### src/rtl/spi_perif_arbiter.sv
// Round-robin arbiter/sequencer sharing one SPI master among NUM_REQ requesters:
// grants, drives the master status/data, demuxes slave-select, captures the response, aborts hung transfers.
module spi_perif_arbiter #(
   parameter int unsigned NUM_REQ    = 4,
   parameter int unsigned DATA_WIDTH = 8,
   parameter int unsigned TIMEOUT    = 4096,
   parameter int unsigned MIN_GAP    = 4
) (
   input  logic                            spi_clk_i,
   input  logic                            spi_rst_i,
   input  logic                            en_i,
   input  logic [NUM_REQ-1:0]              req_i,
   input  logic [NUM_REQ*DATA_WIDTH-1:0]   req_data_i,
   input  logic [NUM_REQ*4-1:0]            req_cfg_i,
   output logic [NUM_REQ-1:0]              gnt_o,
   output logic [NUM_REQ-1:0]              done_o,
   output logic [NUM_REQ-1:0]              err_o,
   output logic [2*DATA_WIDTH-1:0]         rx_data_o,
   output logic                            busy_o,
   output logic [NUM_REQ-1:0]              cs_n_o,
   output logic [5:0]                      spi_statusreg_o,
   output logic [DATA_WIDTH-1:0]           spi_data_o,
   input  logic                            spi_doneflag_i,
   input  logic [2*DATA_WIDTH-1:0]         spi_data_i,
   input  logic                            ss_i,
   output logic                            spi_abort_o
);

   localparam int unsigned IW      = (NUM_REQ > 1) ? $clog2(NUM_REQ) : 1;
   localparam int unsigned CNT_MAX = (TIMEOUT > MIN_GAP) ? TIMEOUT : MIN_GAP;
   localparam int unsigned CW      = $clog2(CNT_MAX + 1);

   localparam logic [1:0] S_IDLE    = 2'd0;
   localparam logic [1:0] S_BUSY    = 2'd1;
   localparam logic [1:0] S_CAPTURE = 2'd2;
   localparam logic [1:0] S_GAP     = 2'd3;

   logic [1:0]            state, state_n;
   logic [CW-1:0]         cnt, cnt_n;
   logic [IW-1:0]         rr_ptr, rr_ptr_n, idx, idx_n, next_ptr;
   logic                  pick_vld;
   logic [IW-1:0]         pick_idx;
   logic [DATA_WIDTH-1:0] data_arr [NUM_REQ];
   logic [3:0]            cfg_arr  [NUM_REQ];

   logic [NUM_REQ-1:0]    gnt_n, done_n, err_n;
   logic [2*DATA_WIDTH-1:0] rx_n;
   logic [DATA_WIDTH-1:0] data_n;
   logic [2:0]            div_n;
   logic                  fbo_n, op_n, en_n, busy_n, abort_n;

   // Per-requester payload slices; chip-select follows ss_i only for the granted requester.
   for (genvar g = 0; g < NUM_REQ; g++) begin : g_slice
      assign data_arr[g] = req_data_i[g*DATA_WIDTH +: DATA_WIDTH];
      assign cfg_arr[g]  = req_cfg_i[g*4 +: 4];
      assign cs_n_o[g]   = gnt_o[g] ? ss_i : 1'b1;
   end

   // First pending request at or after rr_ptr, wrapping.
   always_comb begin
      int unsigned j;
      j        = 0;
      pick_vld = 1'b0;
      pick_idx = '0;
      for (int unsigned i = 0; i < NUM_REQ; i++) begin
         j = 32'(rr_ptr) + i;
         if (j >= NUM_REQ) j = j - NUM_REQ;
         if (!pick_vld && req_i[IW'(j)]) begin
            pick_vld = 1'b1;
            pick_idx = IW'(j);
         end
      end
   end

   assign next_ptr = (idx == IW'(NUM_REQ - 1)) ? '0 : idx + 1'b1;

   always_comb begin
      state_n  = state;
      cnt_n    = cnt;
      rr_ptr_n = rr_ptr;
      idx_n    = idx;
      gnt_n    = gnt_o;
      done_n   = '0;
      err_n    = '0;
      rx_n     = rx_data_o;
      data_n   = spi_data_o;
      div_n    = spi_statusreg_o[4:2];
      fbo_n    = spi_statusreg_o[1];
      op_n     = spi_statusreg_o[0];
      abort_n  = 1'b0;
      case (state)
         S_IDLE: begin
            if (en_i && pick_vld) begin
               state_n = S_BUSY;
               cnt_n   = '0;
               idx_n   = pick_idx;
               gnt_n   = NUM_REQ'(1) << pick_idx;
               data_n  = data_arr[pick_idx];
               div_n   = cfg_arr[pick_idx][3:1];
               fbo_n   = cfg_arr[pick_idx][0];
               op_n    = 1'b1;
            end
         end
         S_BUSY: begin
            // Done takes priority over a coincident timeout.
            if (spi_doneflag_i) begin
               op_n     = 1'b0;
               state_n  = S_CAPTURE;
               rr_ptr_n = next_ptr;
            end else if (cnt == CW'(TIMEOUT - 1)) begin
               op_n     = 1'b0;
               abort_n  = 1'b1;
               err_n    = gnt_o;
               gnt_n    = '0;
               state_n  = S_GAP;
               cnt_n    = '0;
               rr_ptr_n = next_ptr;
            end else begin
               cnt_n = cnt + 1'b1;
            end
         end
         S_CAPTURE: begin
            rx_n    = spi_data_i;
            done_n  = gnt_o;
            gnt_n   = '0;
            state_n = S_GAP;
            cnt_n   = '0;
         end
         default: begin
            if (cnt == CW'(MIN_GAP - 1)) begin
               state_n = S_IDLE;
               cnt_n   = '0;
            end else begin
               cnt_n = cnt + 1'b1;
            end
         end
      endcase
      en_n   = (state_n == S_BUSY || state_n == S_CAPTURE) ? 1'b1 : en_i;
      busy_n = (state_n != S_IDLE);
   end

   always_ff @(posedge spi_clk_i) begin
      if (!spi_rst_i) begin
         state           <= S_IDLE;
         cnt             <= '0;
         rr_ptr          <= '0;
         idx             <= '0;
         gnt_o           <= '0;
         done_o          <= '0;
         err_o           <= '0;
         rx_data_o       <= '0;
         busy_o          <= 1'b0;
         spi_statusreg_o <= '0;
         spi_data_o      <= '0;
         spi_abort_o     <= 1'b0;
      end else begin
         state           <= state_n;
         cnt             <= cnt_n;
         rr_ptr          <= rr_ptr_n;
         idx             <= idx_n;
         gnt_o           <= gnt_n;
         done_o          <= done_n;
         err_o           <= err_n;
         rx_data_o       <= rx_n;
         busy_o          <= busy_n;
         spi_statusreg_o <= {en_n, div_n, fbo_n, op_n};
         spi_data_o      <= data_n;
         spi_abort_o     <= abort_n;
      end
   end

endmodule

### config.mk
export PLATFORM = sky130hd
export DESIGN_NAME = spi_perif_arbiter
export DESIGN_NICKNAME = d
export VERILOG_FILES = /design/src/rtl/spi_perif_arbiter.sv
export SDC_FILE = /design/constraint.sdc
export NUM_CORES = 1
export LEC_CHECK = 0
export ABC_AREA = 1
export CAP_MARGIN = 15
export CORE_UTILIZATION = 46
export DETAILED_ROUTE_END_ITERATION = 16
export PLACE_DENSITY_LB_ADDON = 0.08
export SETUP_SLACK_MARGIN = 0.5
export SYNTH_ARGS = -nofsm -noshare
export SYNTH_HDL_FRONTEND = slang
export SYNTH_SLANG_ARGS = --single-unit
### constraint.sdc
create_clock -name spi_clk_i -period 2.5 [get_ports spi_clk_i]
set_input_delay 0.75 -clock spi_clk_i [delete_from_list [all_inputs] [get_ports spi_clk_i]]
set_output_delay 0.75 -clock spi_clk_i [all_outputs]
set_load 0.05 [all_outputs]
### Word level (Yosys, flattened, before mapping)

Cells that the tools add are included.

| storage, ports and cells | value |
|---|---|
| word-level logic and storage cells | 122 |
| register bits | 63 |
| bits of input ports | 73 |

| cells by class | value |
|---|---|
| equal/unequal tests | 11 |
| reduce and logical (&&, ||, !) cells | 21 |
| mux-type cells | 53 |
| shift-type cells | 1 |
| bitwise operators | 4 |
| $lt $le $gt $ge | 9 |
| add/subtract/negate cells | 9 |

Operators with widths:

| cell | number |
|---|---|
| $mux 13 | 4 |
| $pmux 13 s3 | 1 |
| $mux 2 | 15 |
| $mux 4 | 5 |
| $mux 1 | 17 |
| $bmux 8 s2 | 1 |
| $mux 8 | 2 |
| $add 13x1->13 const B | 1 |
| $eq 13x12->1 const B | 1 |
| $eq 13x2->1 const B | 1 |
| $ge 3x3->1 const B | 4 |
| $lt 2x3->1 const B | 4 |
| $pmux 4 s3 | 1 |
| $bmux 1 s2 | 4 |
| $bmux 4 s2 | 1 |
| $reduce_and 2->1 | 4 |
| $sub 2x1->2 const B | 4 |
| $add 2x2->3 const B | 2 |
| $eq 2x2->1 const B | 3 |
| $ne 2x2->1 const B | 3 |
| $pmux 2 s3 | 1 |
| $reduce_bool 2->1 | 3 |
| $eq 2x1->1 const B | 2 |
| $logic_and 1x1->1 | 4 |
| 16 further kinds | 20 |

### Depth between registers and ports, before layout

| depth | value |
|---|---|
| depth after elaboration | 20 |
| depth in mapped cells | 18 |

### Worst setup path before layout

Ideal clock, no wire load.

| timing | value |
|---|---|
| path kind | input port to flip-flop |
| start point | in req_i[3] |
| end point | reg spi_statusreg_o[5] |
| buffers on the path | 0 |
| data required time | 2.372 ns |
| library setup time | 0.128 ns |
| setup slack | 0.359 ns |
| cell stages on the path | 12 |
| arrival | 2.013 ns |
| cells stage by stage | inv_1 > nand2_1 > nand3_1 > nand2_2 > nor2_4 > nand3_4 > nand3_2 > a21oi_1 > a21oi_1 > ha_1 > nor2_1 > nor2_1 |

| on the way | value |
|---|---|
| cells in the longest elaborated chain, start to end | 18 |
| elaborated cells between the ends (all ways) | 25 |

Ends and longest elaborated chain:

| item | line | source |
|---|---|---|
| from (decl) | 12 | `input logic [NUM_REQ-1:0] req_i,` |
| $bmux 1 s2 | 68 | `if (!pick_vld && req_i[IW'(j)]) begin` |
| $mux 1 (not written as such) | 68 |  |
| $mux 1 | 68 |  |
| $logic_not 1->1 | 68 |  |
| $logic_and 1x1->1 | 68 |  |
| $mux 1 | 68 |  |
| $logic_not 1->1 | 68 |  |
| $logic_and 1x1->1 | 68 |  |
| (+2 left out) | -- |  |
| $logic_and 1x1->1 | 68 |  |
| $mux 1 (*) | 68 |  |
| $logic_and 1x1->1 (*) | 93 | `if (en_i && pick_vld) begin` |
| $mux 2 (*) | 93 |  |
| $pmux 2 s3 (*) | 91 | `case (state)` |
| $eq 2x1->1 or $eq 2x2->1 (tied branches) | 138 | `en_n = (state_n == S_BUSY \|\| state_n == S_CAPTURE) ? 1'b1 : en_i;` |
| $logic_or 1x1->1 (*) | 138 |  |
| $mux 1 (*) | 138 |  |
| to (signal assigned) | 166 | `spi_statusreg_o <= {en_n, div_n, fbo_n, op_n};` |
| to (decl) | 21 | `output logic [5:0] spi_statusreg_o,` |

Every way passes the cells marked *; elsewhere a longest branch is shown, timed or not. The select of a mux whose other input is x is not followed.
A chain may end at the register's enable or synchronous reset.

### Worst setup path in the final report

| timing | value |
|---|---|
| start point | reg cnt[0] |
| end point | reg spi_statusreg_o[5] |

| on the way | value |
|---|---|
| cells in the longest elaborated chain, start to end | 7 |
| elaborated cells between the ends (all ways) | 10 |

Ends and longest elaborated chain:

| item | line | source |
|---|---|---|
| from (decl) | 39 | `logic [CW-1:0] cnt, cnt_n;` |
| from (signal assigned) | 158 | `cnt <= cnt_n;` |
| $eq 13x12->1 | 110 | `end else if (cnt == CW'(TIMEOUT - 1)) begin` |
| $mux 2 | 110 |  |
| $mux 2 | 106 | `if (spi_doneflag_i) begin` |
| $pmux 2 s3 (*) | 91 |  |
| $eq 2x1->1 or $eq 2x2->1 (tied branches) | 138 |  |
| $logic_or 1x1->1 (*) | 138 |  |
| $mux 1 (*) | 138 |  |

Every way passes the cells marked *; elsewhere a longest branch is shown, timed or not.

==> impl_metrics.env <==
export IMPL_path_clk_slew_ns=0.07
export IMPL_reg2reg_from="cnt[0]$_SDFFE_PN0P_"
export IMPL_ir_worst_vdd_v=0.000425
export IMPL_wirelength_mm=11.4
export IMPL_seq_area_frac_synth_pct=35.4
export IMPL_core_mm2=0.00737
export IMPL_antennaDiodeCount=0
export IMPL_clock_skew_ns=0.0129
export IMPL_dpl_instance_area_mm2=0.00503
export IMPL_layout_common_cells="nand2_1, clkdlybuf4s50_1, nor2_1"
export IMPL_required_ns=2.73
export IMPL_slew_headroom_pct=59.8
export IMPL_grt_max_degree=34
export IMPL_tightest_slew_ns=0.598
export IMPL_detailed_place_hpwl_mm=7.45
export IMPL_setup_ws_ns=0.477
export IMPL_area_growth_syn_to_layout_pct=53.6
export IMPL_rows=31
export IMPL_clk_latency_ns=0.35
export IMPL_fin_crit_ns=2.02
export IMPL_crit_slowest_cell="dfxtp_2"
export IMPL_synthCells=541
export IMPL_period_share_pct=80.9
export IMPL_finalSetupTns_ns=0
export IMPL_cap_violations=0
export IMPL_ys_seq_elements=63
export IMPL_grt_usage_pct=26.6
export IMPL_synth_area_mm2=0.00356
export IMPL_ys_types=37
export IMPL_layout_commonest_cell="nand2_1"
export IMPL_die_h_um=90.0
export IMPL_final_max_slew_violation_count=0
export IMPL_ioPinCount=121
export IMPL_root_buffer="clkbuf_8"
export IMPL_grt_ovfl_total=0
export IMPL_synthArstFlopShare_pct=0
export IMPL_antenna_found_initial=0
export IMPL_critical_path_max_stage_delay_ns=0.36
export IMPL_via_per_inst=5.24
export IMPL_p_per_area_mw_per_mm2=661
export IMPL_place_gp_congestion=0.895
export IMPL_wire_per_inst_um=14.4
export IMPL_critical_path_most_common_cell="a21oi_2"
export IMPL_synth_top_flop_cell="dfxtp_1"
export IMPL_p_leak_nw=2.47
export IMPL_synth_nets=621
export IMPL_synth_xor_area_share_pct=1.23
export IMPL_path_class="reg2reg"
export IMPL_drc=0
export IMPL_initial_core_util_pct=48.3
export IMPL_synth_edf_count=0
export IMPL_drive_above_1_share_pct=21.6
export IMPL_run_status="completed"
export IMPL_yosys_area_share_simple_pct=40.2
export IMPL_cts_sinks=63
export IMPL_hold_start="spi_statusreg_o[0]$_SDFFE_PN0P_"
export IMPL_crit_buf_inv=0
export IMPL_setup_viol=0
export IMPL_firstDrtPassIters=5
export IMPL_rsz0062_at_grt="true"
export IMPL_worstPathMaxFanout=5
export IMPL_antenna_left=0
export IMPL_drtIter0Drc=222
export IMPL_cp_start_kind="flip-flop"
export IMPL_grt_pass1_wl_mm=17.6
export IMPL_fmax_mhz=494
export IMPL_vias=4133
export IMPL_cts_tree="yes"
export IMPL_synth_compound_area_share_pct=11.3
export IMPL_hold_viol_final=0
export IMPL_die_w_um=90.0
export IMPL_nets=765
export IMPL_synth_top_family_by_area="simple AND/OR/NAND/NOR gates"
export IMPL_die_area_mm2=0.00809
export IMPL_place_ws_ns=-0.228
export IMPL_grt_pass1_vias=3885
export IMPL_hp_class="reg2reg"
export IMPL_cp_arrival_ns=2.25
export IMPL_synthAdderAreaFrac_pct=2.46
export IMPL_clock_path_buffers=2
export IMPL_cts_htree_levels=3
export IMPL_critPathCaptureType="flip-flop"
export IMPL_final_util_pct=74.2
export IMPL_yosys_warnings=0
export IMPL_nFillCells=583
export IMPL_cts_buffers=9
export IMPL_synthMuxAreaShare_pct=0
export IMPL_stdcell_area_mm2=0.00547
export IMPL_avgSynthCellArea_um2=6.58
export IMPL_io_buffers=120
export IMPL_cp_cell_sequence="ha_2 > nand2_1 > nor3_4 > nand3_1 > nand2_1 > a21oi_2 > a21oi_2 > a21oi_2 > ha_1 > nor2_1 > nor2_1"
export IMPL_critPathTopFamily="simple AND/OR/NAND/NOR gates"
export IMPL_critPathLaunch="cnt[0]$_SDFFE_PN0P_"
-- Yosys cell counts (2+ instances only) --
library cell,count,area (um^2)
nand2_1,163,612
nor2_1,67,251
dfxtp_1,63,1260
inv_1,43,161
nand3_1,34,170
o21ai_0,29,145
nand4_1,26,163
a21oi_1,25,125
o21a_1,13,97.6
nand2_2,10,62.6
buf_2,8,40.0
clkbuf_1,7,26.3
ha_1,7,87.6
buf_6,5,56.3
inv_2,5,18.8
xor2_1,5,43.8
nor4_1,4,25.0
nand3_2,3,30.0
nor3_1,3,15.0
buf_1,2,7.51
clkinv_1,2,7.51
nor3b_2,2,25.0
-- metal layers --
layer | GRT usage (%) | vias up | routed length (um) | part of all wire [%]
met2 | 45.2 | 145 | 5480 | 48
met3 | 9.14 | 29 | 868 | 7.6
met1 | 31.3 | 1920 | 4670 | 41
met4 | 9.14 | 0 | 331 | 2.9
li1 | - | 2039 | - | -
met5 | 0 | - | 0 | 0
-- flip-flops by register name, indices dropped and copies added, names as in the netlist, 4 cells and up --
| signal | count |
|---|---|
| spi_statusreg_o | 6 |
| spi_data_o | 8 |
| cnt | 13 |
| err_o | 4 |
| done_o | 4 |
| gnt_o | 4 |
| rx_data_o | 16 |
-- worst reg2reg max path: cells and delay by family (launching register included) --
kind	cells	cell delay (ns)
AOI/OAI and AO/OA	3	0.30
adders and majority gates	2	0.52
DFF	1	0.36
and+or+nand+nor	6	0.74
-- metrics by stage --
stage / cells / total power [mW] / hold WS, ns
floorplan: 541 / 2.13 / 0.457
global placement: 757 / 2.62 / 0.451
detailed placement: 757 / 2.64 / 0.465
CTS: 778 / 3.43 / 0.476
global route: 789 / 3.81 / 0.497
finish: 789 / 3.61 / 0.475
-- where the power goes --
group	leakage, nW	internal, mW	switching (mW)	total (mW)
Clock	0.0785	0.367	0.437	0.804
Sequential	0.516	1.10	0.0714	1.17
Combinational	1.87	0.653	0.985	1.64
Total	2.47	2.12	1.49	3.61
-- kinds of logic after synthesis --
group / Yosys count
DFF: 63
adders and majority gates: 7
AOI/OAI and AO/OA: 72
buffers and inverters: 74
and+or+nand+nor: 320
xor gates and xnor gates: 5
-- final cells by class --
| type | instances | area, um^2 | share of cell area, % |
|---|---|---|---|
| multi-input cells | 404 | 2140 | 39.1 |
| repair buffers | 155 | 1540 | 28.2 |
| flip-flops and latches | 63 | 1270 | 23.3 |
| inverters | 51 | 205 | 3.75 |
| clock buffers | 9 | 124 | 2.27 |
| well taps | 99 | 124 | 2.27 |
| clock inverters | 7 | 56.3 | 1.03 |
| repair inverters | 1 | 7.51 | 0.137 |
-- repair_timing --
item	in CTS	in global routing
resized for setup	83	81
pin swaps	11	17
hold buffers	0	0
endpoints found under the hold margin	0	0
buffers inserted	4	8
setup endpoints to repair	86	63
gates cloned	1	3
-- path summary, 6_finish.rpt --
| kind | endpoint | slack, ns | cells past startpoint |
|---|---|---|---|
| hold / removal | spi_statusreg_o[0]$_SDFFE_PN0P_ | 0.48 | 1 |
| hold reg to reg | spi_statusreg_o[0]$_SDFFE_PN0P_ | 0.48 | 1 |
| setup reg to reg | spi_statusreg_o[5]$_SDFF_PN0_ | 0.48 | 11 |
| setup / recovery | spi_statusreg_o[5]$_SDFF_PN0_ | 0.48 | 11 |
No activity file was read; power rests on OpenSTA's default activity.
